### src/rtl/i2c_target_regs.sv
// I2C target with an 8-bit register pointer: filtered SCL/SDA inputs, open-drain SDA output,
// and one-cycle reg_wr/reg_rd strobes towards an external register file.
module i2c_target_regs #(
  parameter logic [6:0] I2C_ADDR   = 7'h2A,
  parameter int         FILTER_LEN = 3
) (
  input  logic       clock,
  input  logic       reset,
  input  logic       scl_in,
  input  logic       sda_in,
  output logic       sda_oe,
  output logic [7:0] reg_addr,
  output logic [7:0] reg_wdata,
  output logic       reg_wr,
  output logic       reg_rd,
  input  logic [7:0] reg_rdata,
  output logic       busy
);

  localparam int CW = $clog2(FILTER_LEN + 1);

  typedef enum logic [3:0] {
    IDLE, DEV_ADDR, DEV_ACK, REG_PTR, PTR_ACK,
    WR_DATA, WR_ACK, RD_DATA, RD_ACK, WAIT_STOP
  } state_t;

  state_t state, next_state;

  // Index 0 is SCL, index 1 is SDA; everything presets high so reset looks like an idle bus.
  logic [1:0]    sync1, sync2, filt, filt_prev;
  logic [CW-1:0] flt_cnt [2];

  logic [7:0] shift, pointer, byte_in;
  logic [3:0] bit_cnt;
  logic       ack_seen, rw, rd_d, last_bit;
  logic       scl_rise, scl_fall, start_cond, stop_cond;

  always_ff @(posedge clock or negedge reset) begin
    if (!reset) begin
      sync1      <= 2'b11;
      sync2      <= 2'b11;
      filt       <= 2'b11;
      filt_prev  <= 2'b11;
      flt_cnt[0] <= '0;
      flt_cnt[1] <= '0;
    end else begin
      sync1     <= {sda_in, scl_in};
      sync2     <= sync1;
      filt_prev <= filt;
      for (int i = 0; i < 2; i++) begin
        if (sync2[i] == filt[i]) begin
          flt_cnt[i] <= '0;
        end else if (flt_cnt[i] == CW'(FILTER_LEN - 1)) begin
          filt[i]    <= sync2[i];
          flt_cnt[i] <= '0;
        end else begin
          flt_cnt[i] <= flt_cnt[i] + 1'b1;
        end
      end
    end
  end

  assign scl_rise   = filt[0] & ~filt_prev[0];
  assign scl_fall   = ~filt[0] & filt_prev[0];
  assign start_cond = filt[0] & filt_prev[0] & filt_prev[1] & ~filt[1];
  assign stop_cond  = filt[0] & filt_prev[0] & ~filt_prev[1] & filt[1];
  assign byte_in    = {shift[6:0], filt[1]};
  assign last_bit   = (bit_cnt == 4'd7);

  always_ff @(posedge clock or negedge reset) begin
    if (!reset) state <= IDLE;
    else        state <= next_state;
  end

  always_comb begin
    next_state = state;
    if (stop_cond) begin
      next_state = IDLE;
    end else if (start_cond) begin
      next_state = DEV_ADDR;
    end else begin
      case (state)
        DEV_ADDR:
          if (scl_rise && last_bit)
            next_state = (byte_in[7:1] == I2C_ADDR) ? DEV_ACK : WAIT_STOP;
        DEV_ACK:
          if (scl_fall && ack_seen) next_state = rw ? RD_DATA : REG_PTR;
        REG_PTR:
          if (scl_rise && last_bit) next_state = PTR_ACK;
        PTR_ACK, WR_ACK:
          if (scl_fall && ack_seen) next_state = WR_DATA;
        WR_DATA:
          if (scl_rise && last_bit) next_state = WR_ACK;
        RD_DATA:
          if (scl_fall && bit_cnt == 4'd8) next_state = RD_ACK;
        RD_ACK:
          if (scl_rise && filt[1])       next_state = WAIT_STOP;
          else if (scl_fall && ack_seen) next_state = RD_DATA;
        default: next_state = state;
      endcase
    end
  end

  // ack_seen marks that the 9th SCL rise has happened, so the next fall ends the ACK slot.
  always_ff @(posedge clock or negedge reset) begin
    if (!reset) begin
      sda_oe    <= 1'b0;
      reg_wr    <= 1'b0;
      reg_rd    <= 1'b0;
      reg_addr  <= 8'h00;
      reg_wdata <= 8'h00;
      pointer   <= 8'h00;
      shift     <= 8'h00;
      bit_cnt   <= 4'd0;
      ack_seen  <= 1'b0;
      rw        <= 1'b0;
      rd_d      <= 1'b0;
    end else begin
      reg_wr <= 1'b0;
      reg_rd <= 1'b0;
      rd_d   <= reg_rd;
      if (rd_d) shift <= reg_rdata;
      if (start_cond || stop_cond) begin
        sda_oe   <= 1'b0;
        bit_cnt  <= 4'd0;
        ack_seen <= 1'b0;
      end else begin
        case (state)
          DEV_ADDR, REG_PTR, WR_DATA:
            if (scl_rise) begin
              shift   <= byte_in;
              bit_cnt <= bit_cnt + 4'd1;
              if (last_bit) begin
                bit_cnt  <= 4'd0;
                ack_seen <= 1'b0;
                if (state == DEV_ADDR) begin
                  rw <= filt[1];
                end else if (state == REG_PTR) begin
                  pointer <= byte_in;
                end else begin
                  reg_wr    <= 1'b1;
                  reg_addr  <= pointer;
                  reg_wdata <= byte_in;
                  pointer   <= pointer + 8'd1;
                end
              end
            end
          DEV_ACK, PTR_ACK, WR_ACK:
            if (scl_rise) begin
              ack_seen <= 1'b1;
              if (state == DEV_ACK && rw) begin
                reg_rd   <= 1'b1;
                reg_addr <= pointer;
                pointer  <= pointer + 8'd1;
              end
            end else if (scl_fall) begin
              if (!ack_seen) begin
                sda_oe <= 1'b1;
              end else begin
                bit_cnt <= 4'd0;
                sda_oe  <= (state == DEV_ACK && rw) ? ~shift[7] : 1'b0;
              end
            end
          RD_DATA:
            if (scl_rise) begin
              bit_cnt <= bit_cnt + 4'd1;
            end else if (scl_fall) begin
              if (bit_cnt == 4'd8) begin
                sda_oe   <= 1'b0;
                ack_seen <= 1'b0;
                bit_cnt  <= 4'd0;
              end else begin
                shift  <= {shift[6:0], 1'b0};
                sda_oe <= ~shift[6];
              end
            end
          RD_ACK:
            if (scl_rise) begin
              ack_seen <= 1'b1;
              if (!filt[1]) begin
                reg_rd   <= 1'b1;
                reg_addr <= pointer;
                pointer  <= pointer + 8'd1;
              end
            end else if (scl_fall && ack_seen) begin
              sda_oe  <= ~shift[7];
              bit_cnt <= 4'd0;
            end
          default: ;
        endcase
      end
    end
  end

  assign busy = (state == DEV_ACK) || (state == REG_PTR) || (state == PTR_ACK) ||
                (state == WR_DATA) || (state == WR_ACK)  || (state == RD_DATA) ||
                (state == RD_ACK);

endmodule
### config.mk
export PLATFORM = sky130hd
export DESIGN_NAME = i2c_target_regs
export DESIGN_NICKNAME = d
export VERILOG_FILES = /design/src/rtl/i2c_target_regs.sv
export SDC_FILE = /design/constraint.sdc
export NUM_CORES = 1
export LEC_CHECK = 0
export CAP_MARGIN = 20
export CORE_ASPECT_RATIO = 0.6
export CORE_MARGIN = 1
export CORE_UTILIZATION = 40
export DETAILED_ROUTE_END_ITERATION = 10
export GPL_TIMING_DRIVEN = 0
export HOLD_SLACK_MARGIN = 0.12
export PLACE_DENSITY = 0.68
export SLEW_MARGIN = 0
export SYNTH_ARGS = -nofsm -noshare
export SYNTH_HDL_FRONTEND = slang
export SYNTH_SLANG_ARGS = --single-unit
export TNS_END_PERCENT = 5
### constraint.sdc
create_clock -name clock -period 6.52 [get_ports clock]
set_input_delay 0.978 -clock clock [delete_from_list [all_inputs] [get_ports clock]]
set_output_delay 0.978 -clock clock [all_outputs]
set_load 0.05 [all_outputs]
==> flow_metrics.tcl <==
set metrics [dict create \
    first_global_vias 2388 \
    cts_max_path_buffers 2 \
    cts_resized 0 \
    post-route-period-util_pct 52.6 \
    routabilityCongestion 0.905 \
    grt_max_degree 32 \
    synth_common_cells "50 x dfrtp_1, 35 x mux2_2, 17 x nand2_1" \
    power_frac_comb_pct 38.8 \
    cts_setup_buffers 0 \
    netlist_instances 292 \
    path_delay_family "buffers and inverters" \
    utilization_pct 53.2 \
    dp_hpwl_microns 5330 \
    ant_nets 0 \
    power.density_nw_per_um2 442 \
    synth.most_common_cell "dfrtp_1" \
    status "complete, no violations" \
    drt-initial-drc-count 205 \
    netlist_area_sq_um 3140 \
    cpMostUsedCell "buf_6" \
    worst_skew_pair.late_latency_ns 0.33 \
    cts_tree "done" \
    cp-start-kind "flip-flop" \
    ys_ff_latch 58 \
    clock-sinks 58 \
    async_reset_ff_share_pct 100 \
    dieArea_sq_um 8220 \
    grt_pass1_wl_microns 12400 \
    fp.dieW_microns 116 \
    layout-drive-gt1-share_pct 23.8 \
    crit_slowest_cell "clkdlybuf4s50_1" \
    hold_path.class "flip-flop to flip-flop" \
    p_int_mw 1.10 \
    ioPinCount 32 \
    vias 2515 \
    fp-row-count 24 \
    hold_viol 0 \
    p_clk_share_pct 30.7 \
    route.detailed.drc 0 \
    synth_area_per_cell_sq_um 10.7 \
    setup_viol 0 \
    coreArea_sq_um 7420 \
    skew_ns 0.0100 \
    place_area_sq_um 3590 \
    slew_viol_final 0 \
    wl_microns 7400 \
    synth-main-ff-cell "dfrtp_1" \
    slew_headroom_pct 33.9 \
    grtUsageTotal_pct 20.5 \
    die_h_microns 70.6 \
    dp.cells 428 \
    fin_crit_ns 3.43 \
    yosysUniqueCellTypes 59 \
    num_antenna_cells 0 \
    rsz0062_at_grt "no" \
    first_pass_iters 4 \
    initial_core_util_pct 42.3 \
    root_buffer "clkbuf_16" \
    crit_chain "buf_6 > or4b_4 > buf_6 > o21ai_0 > clkdlybuf4s50_1" \
    cts_htree_levels 3 \
    antenna_found_initial 0 \
    finalSetupTns_ns 0 \
    syn_to_final_growth_pct 25.8 \
    synth_seq_area_share_pct 46.6 \
    synth_edf_count 0 \
    timing.hold.ws_ns 0.354 \
    cp_data_required_time_ns 5.54 \
    synth.largest_area_cell "dfrtp_1" \
    final_cell_area_sq_um 3950 \
    cp_data_arrival_time_ns 2.45 \
    slowest_delay_ns 0.83 \
    yosys-top-cells-area "dfrtp_1 40%, mux2_2 13%, dfstp_2 6.7%" \
    ir_drop_mv 0.189 \
    wire_per_inst_microns 16.6 \
    end_kind "output pin" \
    crit_fanout 10 \
    portBuffers 31 \
    p_sw_uw 645 \
    synth_fp_nets 310 \
    yosys_warnings 0 \
    cts-buffers-inserted 9 \
    instances_no_fill 445 \
    criticalPathCategory "flip-flop to output pin" \
    fin_nets 354 \
    overflow 0 \
    synth_top_area_share_pct 39.9 \
    path_clk_slew_ns 0.05 \
    path_buf_inv 3 \
    swShare_pct 37.0 \
    hold_buffers 0 \
    p_seq_share_pct 30.6 \
    fmax_mhz 291 \
    p_leak_nw 1.68 \
    tightest_slew_ns 0.990 \
    vias_per_cell 5.65 \
    max_cap_violations 0 \
]
logic make-up (layout without fill, tap and decap cells):
logic type      Yosys count  in the layout  synth area share [%]
mux                      37             37                  13.2
flops                    58             58                  46.6
buf+inv                  24             73                  3.51
simple gates             97             97                  17.1
compound gates           65             65                  15.8
fa+ha+maj                 7              7                  2.71
xor+xnor                  4              4                  1.12
path summary, 6_finish.rpt:
kind	startpoint	to	slack, ns	cells past startpoint
setup / recovery	state[2]	busy	3.09	5
hold / removal	sync1[0]	sync2[0]	0.35	0
setup reg to reg	filt[0]	reg_addr[0]	3.64	5
hold reg to reg	sync1[0]	sync2[0]	0.35	0
max in group asynchronous	reset	filt[1]	5.20	2
min in group asynchronous	reset	bit_cnt[2]	0.67	1
sequential cells by signal, summed over array words and instances, names as in the netlist:
register and cells:
sync1 2, pointer 8, reg_wdata 8, rd_d 1, reg_wr 1, ack_seen 1, rw 1, sda_oe 1
filt 2, shift 8, reg_addr 8, state 4, reg_rd 1, flt_cnt 4, bit_cnt 4, sync2 2
filt_prev 2
metal layers:
| layer | GRT usage, % | wire (microns) | vias to the layer above |
|---|---|---|---|
| met5 | 0 | 0 | - |
| li1 | - | - | 1186 |
| met3 | 6.86 | 682 | 10 |
| met1 | 32.2 | 3810 | 1213 |
| met2 | 24.9 | 2810 | 106 |
| met4 | 8.12 | 98 | 0 |
cell type report:
type	count	area, sq um
fill	681	3470
multi-input combinational	210	1570
sequential	58	1460
timing repair buffer	33	330
clock buffer	13	280
tap	104	130
buffer	14	72.6
clock inverter	3	68.8
inverter	10	37.5
power groups by stage:
stage | Sequential (mW) | Combinational (mW) | Clock [mW]
finish | 0.533 | 0.676 | 0.535
global route | 0.545 | 0.745 | 0.564
CTS | 0.532 | 0.669 | 0.547
detailed placement | 0.537 | 0.664 | 0
global placement | 0.531 | 0.653 | 0
floorplan | 0.530 | 0.491 | 0
layout by cell type, fill, tap and decap left out, types with 3 or more instances in the layout:
| cell type | synthesis | final |
|---|---|---|
| dfrtp_1 | 50 | 50 |
| mux2_2 | 35 | 35 |
| clkdlybuf4s50_1 | 0 | 30 |
| nand2_1 | 17 | 17 |
| nor3_1 | 16 | 16 |
| nor2_1 | 16 | 16 |
| nand3_1 | 12 | 12 |
| a21oi_1 | 12 | 12 |
| inv_1 | 10 | 10 |
| o21ai_0 | 10 | 10 |
| clkbuf_16 | 0 | 9 |
| dfstp_2 | 8 | 8 |
| nor2b_1 | 7 | 7 |
| a2bb2oi_1 | 7 | 7 |
| buf_2 | 4 | 6 |
| clkbuf_1 | 6 | 6 |
| ha_1 | 6 | 6 |
| nor4_1 | 5 | 5 |
| and3_1 | 5 | 5 |
| xnor2_1 | 4 | 4 |
| a211oi_1 | 4 | 4 |
| clkbuf_8 | 0 | 4 |
| nand3b_1 | 3 | 3 |
| nor3b_1 | 3 | 3 |
| a221o_1 | 3 | 3 |
| a32o_1 | 3 | 3 |
per-stage QoR:
| stage | setup WS [ns] | total power [mW] |
|---|---|---|
| after floorplan | 3.65 | 1.02 |
| after global placement | 2.63 | 1.18 |
| after detailed placement | 3.44 | 1.20 |
| after CTS | 3.07 | 1.75 |
| after global routing | 2.99 | 1.85 |
| final | 3.09 | 1.74 |
Power figures use the tool's default switching activity.
